===== src/rtl/spi_slave_device_if.sv =====
// Bus bundle for spi_slave_device: SPI pins plus the parallel TX/RX word handshake.
interface spi_slave_device_if;
    logic        SCK;
    logic        CSbar;
    logic        MOSI;
    logic        MISO;
    logic [15:0] DATA_MISO;
    logic        LOAD;
    logic        TX_RDY;
    logic [15:0] DATA_MOSI;
    logic        FIN;
    logic        UNDERRUN;
    logic        ABORT;

    modport slave (
        input  SCK, CSbar, MOSI, DATA_MISO, LOAD,
        output MISO, TX_RDY, DATA_MOSI, FIN, UNDERRUN, ABORT
    );

    modport master (
        output SCK, CSbar, MOSI, DATA_MISO, LOAD,
        input  MISO, TX_RDY, DATA_MOSI, FIN, UNDERRUN, ABORT
    );
endinterface


===== src/rtl/spi_slave_device.sv =====
// Mode-0 SPI slave, 16-bit words, oversampled by SYS_CLK, with TX holding register.
// Define SPI_SLAVE_MISO_TRISTATE_EN to float MISO while idle or in reset.
module spi_slave_device (
    input  logic              SYS_CLK,
    input  logic              RSTbar,
    spi_slave_device_if.slave bus
);
    typedef enum logic [1:0] {IDLE, LOAD_WORD, SHIFT} state_t;

    state_t      state_q, state_d;
    logic [2:0]  sck_q, cs_q;        // [1:0] synchronizer, [2] edge-detect delay
    logic [1:0]  mosi_q;
    logic [2:0]  sync_ok_q;
    logic [15:0] tx_q, tx_d;
    logic [15:0] rx_q, rx_d;
    logic [15:0] hold_q, hold_d;
    logic [15:0] dmosi_q, dmosi_d;
    logic        hold_full_q, hold_full_d;
    logic [3:0]  cnt_q, cnt_d;
    logic        reload_q, reload_d;
    logic        wrap_q, wrap_d;
    logic        fin_q, fin_d;
    logic        unr_q, unr_d;
    logic        abort_q, abort_d;
    logic        fetch;
    logic        sck_rise, sck_fall, cs_rise, cs_fall;

    // The sync chain resets to idle levels; a CSbar held low across reset must not
    // look like a falling edge, so falls count only once the chain holds real pin values.
    assign sck_rise = sck_q[1] & ~sck_q[2];
    assign sck_fall = ~sck_q[1] & sck_q[2];
    assign cs_rise  = cs_q[1] & ~cs_q[2];
    assign cs_fall  = ~cs_q[1] & cs_q[2] & sync_ok_q[2];

    always_ff @(posedge SYS_CLK or negedge RSTbar) begin
        if (!RSTbar) begin
            sck_q     <= 3'b000;
            cs_q      <= 3'b111;
            mosi_q    <= 2'b00;
            sync_ok_q <= '0;
        end else begin
            sck_q     <= {sck_q[1:0], bus.SCK};
            cs_q      <= {cs_q[1:0], bus.CSbar};
            mosi_q    <= {mosi_q[0], bus.MOSI};
            sync_ok_q <= {sync_ok_q[1:0], 1'b1};
        end
    end

    always_ff @(posedge SYS_CLK or negedge RSTbar) begin
        if (!RSTbar) begin
            state_q     <= IDLE;
            tx_q        <= '0;
            rx_q        <= '0;
            hold_q      <= '0;
            hold_full_q <= 1'b0;
            dmosi_q     <= '0;
            cnt_q       <= '0;
            reload_q    <= 1'b0;
            wrap_q      <= 1'b0;
            fin_q       <= 1'b0;
            unr_q       <= 1'b0;
            abort_q     <= 1'b0;
        end else begin
            state_q     <= state_d;
            tx_q        <= tx_d;
            rx_q        <= rx_d;
            hold_q      <= hold_d;
            hold_full_q <= hold_full_d;
            dmosi_q     <= dmosi_d;
            cnt_q       <= cnt_d;
            reload_q    <= reload_d;
            wrap_q      <= wrap_d;
            fin_q       <= fin_d;
            unr_q       <= unr_d;
            abort_q     <= abort_d;
        end
    end

    always_comb begin
        state_d     = state_q;
        tx_d        = tx_q;
        rx_d        = rx_q;
        hold_d      = hold_q;
        hold_full_d = hold_full_q;
        dmosi_d     = dmosi_q;
        cnt_d       = cnt_q;
        reload_d    = reload_q;
        wrap_d      = 1'b0;
        fin_d       = 1'b0;
        unr_d       = 1'b0;
        abort_d     = 1'b0;
        fetch       = 1'b0;

        // A completed word is published one cycle after the wrap, even if CSbar rises meanwhile.
        if (wrap_q) begin
            dmosi_d = rx_q;
            fin_d   = 1'b1;
        end

        if (cs_rise) begin
            state_d  = IDLE;
            abort_d  = (state_q != IDLE) && (cnt_q != '0);
            cnt_d    = '0;
            reload_d = 1'b0;
        end else begin
            case (state_q)
                IDLE: begin
                    if (cs_fall) state_d = LOAD_WORD;
                end
                LOAD_WORD: begin
                    fetch    = 1'b1;
                    cnt_d    = '0;
                    reload_d = 1'b0;
                    state_d  = SHIFT;
                end
                SHIFT: begin
                    if (sck_rise) begin
                        rx_d  = {rx_q[14:0], mosi_q[1]};
                        cnt_d = cnt_q + 4'd1;
                        if (cnt_q == 4'd15) begin
                            wrap_d   = 1'b1;
                            reload_d = 1'b1;
                        end
                    end
                    if (sck_fall) begin
                        if (reload_q) begin
                            fetch    = 1'b1;
                            reload_d = 1'b0;
                        end else begin
                            tx_d = {tx_q[14:0], 1'b0};
                        end
                    end
                end
                default: state_d = IDLE;
            endcase
        end

        // Fetch order: holding register, then a same-cycle LOAD bypass, else underrun.
        if (fetch) begin
            if (hold_full_q) begin
                tx_d        = hold_q;
                hold_full_d = 1'b0;
            end else if (bus.LOAD) begin
                tx_d = bus.DATA_MISO;
            end else begin
                tx_d  = '0;
                unr_d = 1'b1;
            end
        end else if (bus.LOAD && !hold_full_q) begin
            hold_d      = bus.DATA_MISO;
            hold_full_d = 1'b1;
        end
    end

`ifdef SPI_SLAVE_MISO_TRISTATE_EN
    assign bus.MISO = (state_q != IDLE) ? tx_q[15] : 1'bz;
`else
    assign bus.MISO = (state_q != IDLE) ? tx_q[15] : 1'b0;
`endif

    assign bus.TX_RDY    = ~hold_full_q;
    assign bus.DATA_MOSI = dmosi_q;
    assign bus.FIN       = fin_q;
    assign bus.UNDERRUN  = unr_q;
    assign bus.ABORT     = abort_q;
endmodule


===== src/flat_wrapper.sv =====
// flat-port wrapper written by rule: the top's interface ports become plain ports
module spi_slave_device_flat 
  (SYS_CLK, RSTbar, bus_SCK, bus_CSbar, bus_MOSI, bus_DATA_MISO, bus_LOAD, bus_MISO, bus_TX_RDY, bus_DATA_MOSI, bus_FIN, bus_UNDERRUN, bus_ABORT);
  spi_slave_device_if bus_i ();
  input  logic SYS_CLK;
  input  logic RSTbar;
  input wire logic [$bits(bus_i.SCK)-1:0] bus_SCK;
  input wire logic [$bits(bus_i.CSbar)-1:0] bus_CSbar;
  input wire logic [$bits(bus_i.MOSI)-1:0] bus_MOSI;
  input wire logic [$bits(bus_i.DATA_MISO)-1:0] bus_DATA_MISO;
  input wire logic [$bits(bus_i.LOAD)-1:0] bus_LOAD;
  output wire logic [$bits(bus_i.MISO)-1:0] bus_MISO;
  output wire logic [$bits(bus_i.TX_RDY)-1:0] bus_TX_RDY;
  output wire logic [$bits(bus_i.DATA_MOSI)-1:0] bus_DATA_MOSI;
  output wire logic [$bits(bus_i.FIN)-1:0] bus_FIN;
  output wire logic [$bits(bus_i.UNDERRUN)-1:0] bus_UNDERRUN;
  output wire logic [$bits(bus_i.ABORT)-1:0] bus_ABORT;
  assign bus_i.SCK = bus_SCK;
  assign bus_i.CSbar = bus_CSbar;
  assign bus_i.MOSI = bus_MOSI;
  assign bus_i.DATA_MISO = bus_DATA_MISO;
  assign bus_i.LOAD = bus_LOAD;
  assign bus_MISO = bus_i.MISO;
  assign bus_TX_RDY = bus_i.TX_RDY;
  assign bus_DATA_MOSI = bus_i.DATA_MOSI;
  assign bus_FIN = bus_i.FIN;
  assign bus_UNDERRUN = bus_i.UNDERRUN;
  assign bus_ABORT = bus_i.ABORT;
  spi_slave_device u_core (.SYS_CLK(SYS_CLK), .RSTbar(RSTbar), .bus(bus_i));
endmodule

===== config.mk =====
export PLATFORM = sky130hd
export DESIGN_NAME = spi_slave_device_flat
export DESIGN_NICKNAME = d
export VERILOG_FILES = /design/src/rtl/spi_slave_device_if.sv /design/src/rtl/spi_slave_device.sv /design/src/flat_wrapper.sv
export SDC_FILE = /design/constraint.sdc
export NUM_CORES = 1
export LEC_CHECK = 0
export ABC_CLOCK_PERIOD_IN_PS = 1800
export BUFFER_PORTS_ARGS = -buffer_cell sky130_fd_sc_hd__buf_4
export CAP_MARGIN = 20
export CORE_MARGIN = 1.5
export CORE_UTILIZATION = 52
export CTS_CLUSTER_SIZE = 24
export DETAILED_ROUTE_END_ITERATION = 6
export PLACE_DENSITY = 0.86
export SLEW_MARGIN = 10
export SYNTH_ARGS = -nofsm -noshare
export SYNTH_HDL_FRONTEND = slang
export SYNTH_SLANG_ARGS = --single-unit

===== constraint.sdc =====
create_clock -name SYS_CLK -period 1.8 [get_ports SYS_CLK]
set_input_delay 0 -clock SYS_CLK [delete_from_list [all_inputs] [get_ports SYS_CLK]]
set_output_delay 0 -clock SYS_CLK [all_outputs]
set_load 0.01 [all_outputs]

==> impl_metrics.tcl <==
set metrics [dict create \
    htreeDepth 3 \
    synth_top_family_by_area "multiplexers" \
    synth-xor-area-share_pct 0 \
    synth.net_count 292 \
    antenna_found_initial 0 \
    drt-initial-drc-count 91 \
    worstPathArrival_ns 2.01 \
    fin_skew_ns 0.00705 \
    cts_tree "yes" \
    synth_fa_ha_area_share_pct 2.06 \
    grt_pass1_wl_um 10900 \
    wl_per_cell_um 15.2 \
    hold_viol_final 0 \
    synthFlopType "dfrtp_1" \
    num_rows 30 \
    syn_inst 264 \
    drcViolationCount 0 \
    cts_buffers 9 \
    area_growth_pct 26.9 \
    synth_compound_area_share_pct 8.81 \
    dp_hpwl_um 4150 \
    yosysWarnings 0 \
    ios 43 \
    cts_root_buf "clkbuf_8" \
    ys_async_sr_fraction_pct 100 \
    period_needed_ns 1.77 \
    start_util_pct 53.7 \
    insertedDiodeCount 0 \
    drv_slew 0 \
    synth-edff-count 0 \
    viasPerCell 5.30 \
    synth_mux_area_share_pct 20.5 \
    setup_viol 0 \
    path_max_fanout 34 \
    drv_cap 0 \
    insertion_delay_ns 0.36 \
    grt_pass1_vias 2303 \
    p_leak_nw 2.27 \
    fmax_mhz 565 \
    hold_path_class "in2async" \
    run_status "complete, no violations" \
    avgSynthCellArea_um2 13.8 \
    routed_wl_um 6660 \
    dr.pass1.iters 4 \
    grt_max_degree 59 \
    grt_use_total_pct 19.0 \
    p_total_mw 5.60 \
    clk_pin_slew_ns 0.09 \
    max_slew.worst_pin.slew_ns 0.710 \
    syn_area_um2 3650 \
    synth_cell_type_count 40 \
    start_kind "flip-flop" \
    drive_gt1_share_pct 39.3 \
    ant_nets 0 \
    die_y_um 86.8 \
    cp.required_ns 2.04 \
    vias 2318 \
    synth_seq_cells 87 \
    critical_path_class "reg2reg" \
    rsz0062_at_grt "true" \
    finalCritPeriodShare_pct 98.4 \
    core_um2 6790 \
    relSlewSlack_pct 52.7 \
    nNetsFinal 364 \
    portBuffers 42 \
    cts_buffer_depth 2 \
    die_area_um2 7530 \
    die_w_um 86.8 \
    yosys.area_share.simple_pct 5.80 \
    synth_seq_area_share_pct 59.8 \
    gp_congestion 0.766 \
    power-per-cell-area_nw_per_um2 1210 \
    ir_drop_v 0.000807 \
    holdWs_ns 0.242 \
    grt_remaining_overflow 0 \
    clkSinkCount 87 \
    endpoint_kind "flip-flop" \
]
-- cells in the mapped netlist (all sizes together) (2+ instances only) --
cell type   n  area, um^2
nand2b      4        25.0
inv         7        26.3
clkbuf      9        33.8
dfstp       3        78.8
dfrtp      84        2100
and4b       2        20.0
ha          6        75.1
buf         8        47.5
mux2i      17         170
a221oi     14         123
nor2b       4        25.0
mux2       48         578
nand3       6        40.0
nor2        4        15.0
a21oi      19        95.1
nand2       5        26.3
o21ai       6        30.0
nand4       2        12.5
-- cell type report --
class / instances / area (um^2)
fill: 461 / 2170
clock buffer: 11 / 151
tap: 96 / 120
multi-input combinational: 154 / 1430
clock inverter: 5 / 40.0
sequential: 87 / 2180
timing repair buffer: 77 / 681
inverter: 7 / 26.3
-- kinds of logic (layout without fill, tap and decap cells) --
kind of cell               count (synthesis)  in the layout
other                                      1              1
and+or+nand+nor                           34             35
DFF                                       87             87
AOI/OAI and AO/OA                         47             47
muxes                                     65             65
buffers and inverters                     24            100
adders and majority gates                  6              6
-- worst paths after layout --
path / start / endpoint / slack (ns) / depth (start not counted)
setup reg to reg: u_core.state_q[0] / u_core.tx_q[14] / 0.03 / 8
setup / recovery: u_core.state_q[0] / u_core.tx_q[14] / 0.03 / 8
hold / removal: RSTbar / u_core.sync_ok_q[2] / 0.24 / 2
max in group asynchronous: RSTbar / u_core.tx_q[1] / 0.95 / 3
min in group SYS_CLK: bus_CSbar / u_core.cs_q[0] / 0.29 / 2
hold reg to reg: u_core.sck_q[0] / u_core.sck_q[1] / 0.35 / 0
-- routing by layer --
layer	vias up	wire, um	GRT usage (%)	share of wire [%]
met2	47	3310	30.8	50
li1	1098	-	-	-
met3	11	201	3.52	3.0
met5	-	0	0	0
met1	1162	3040	25.3	46
met4	0	102	7.48	1.5
-- where the power goes --
part	leakage, nW	switching, mW	internal (mW)
registers	1.11	0.265	2.40
logic	1.07	0.789	0.858
clock network	0.0999	0.698	0.587
total	2.27	1.75	3.85
-- stage by stage --
step | setup WS (ns) | cell area (um^2) | TNS (ns) | utilization, % | instances
after CTS | 0.0126 | 4550 | 0 | 67.0 | 434
after floorplan | 0.000630 | 3650 | 0 | - | 264
final | 0.0297 | 4630 | 0 | 68.1 | 437
after detailed placement | -0.0144 | 4130 | -0.0481 | 60.8 | 397
after global placement | 0.0658 | 4130 | 0 | 60.8 | 397
after global routing | -0.0314 | 4630 | -0.162 | 68.1 | 437
-- registers in the layout, summed over array words and instances, names as in the netlist --
register and count:
u_core.bus.FIN 1, u_core.bus.DATA_MOSI 16, u_core.tx_q 16, u_core.wrap_q 1
u_core.cnt_q 4, u_core.reload_q 1, u_core.bus.UNDERRUN 1, u_core.sync_ok_q 3
u_core.bus.ABORT 1, u_core.mosi_q 2, u_core.cs_q 3, u_core.hold_full_q 1
u_core.state_q 2, u_core.rx_q 16, u_core.hold_q 16, u_core.sck_q 3
-- critical path, cell delays in order (launching register included) --
cell,delay (ns)
dfrtp_1,0.41
inv_2,0.11
ha_4,0.14
and4b_1,0.23
o211ai_4,0.09
buf_12,0.15
buf_12,0.16
a311oi_4,0.28
a21oi_1,0.07
-- layout by cell type (no fill, tap or decap), types with 3 or more instances in the layout --
cell type | Yosys | routed
mux2_2 | 38 | 38
mux2_4 | 10 | 10
a221oi_1 | 14 | 11
nor2_1 | 4 | 4
buf_4 | 1 | 52
clkbuf_8 | 0 | 11
dfrtp_1 | 84 | 84
nor2b_1 | 4 | 4
mux2i_1 | 17 | 17
nand2_1 | 4 | 4
dfstp_2 | 3 | 3
dlygate4sd3_1 | 0 | 21
buf_12 | 0 | 4
nand2b_1 | 4 | 4
inv_1 | 7 | 6
nand3_1 | 4 | 4
ha_1 | 6 | 5
o21ai_0 | 6 | 6
clkinv_4 | 0 | 3
a21oi_1 | 19 | 19
a221oi_2 | 0 | 3
-- what timing repair did --
item / CTS / global route
buffers inserted: 0 / 2
pin swaps: 0 / 0
gates resized for setup: 4 / 5
endpoints found under the hold margin: 90 / 0
gates cloned: 0 / 1
hold buffers: 21 / 0
setup endpoints to repair: 16 / 18
(Power assumes the default switching activity.)
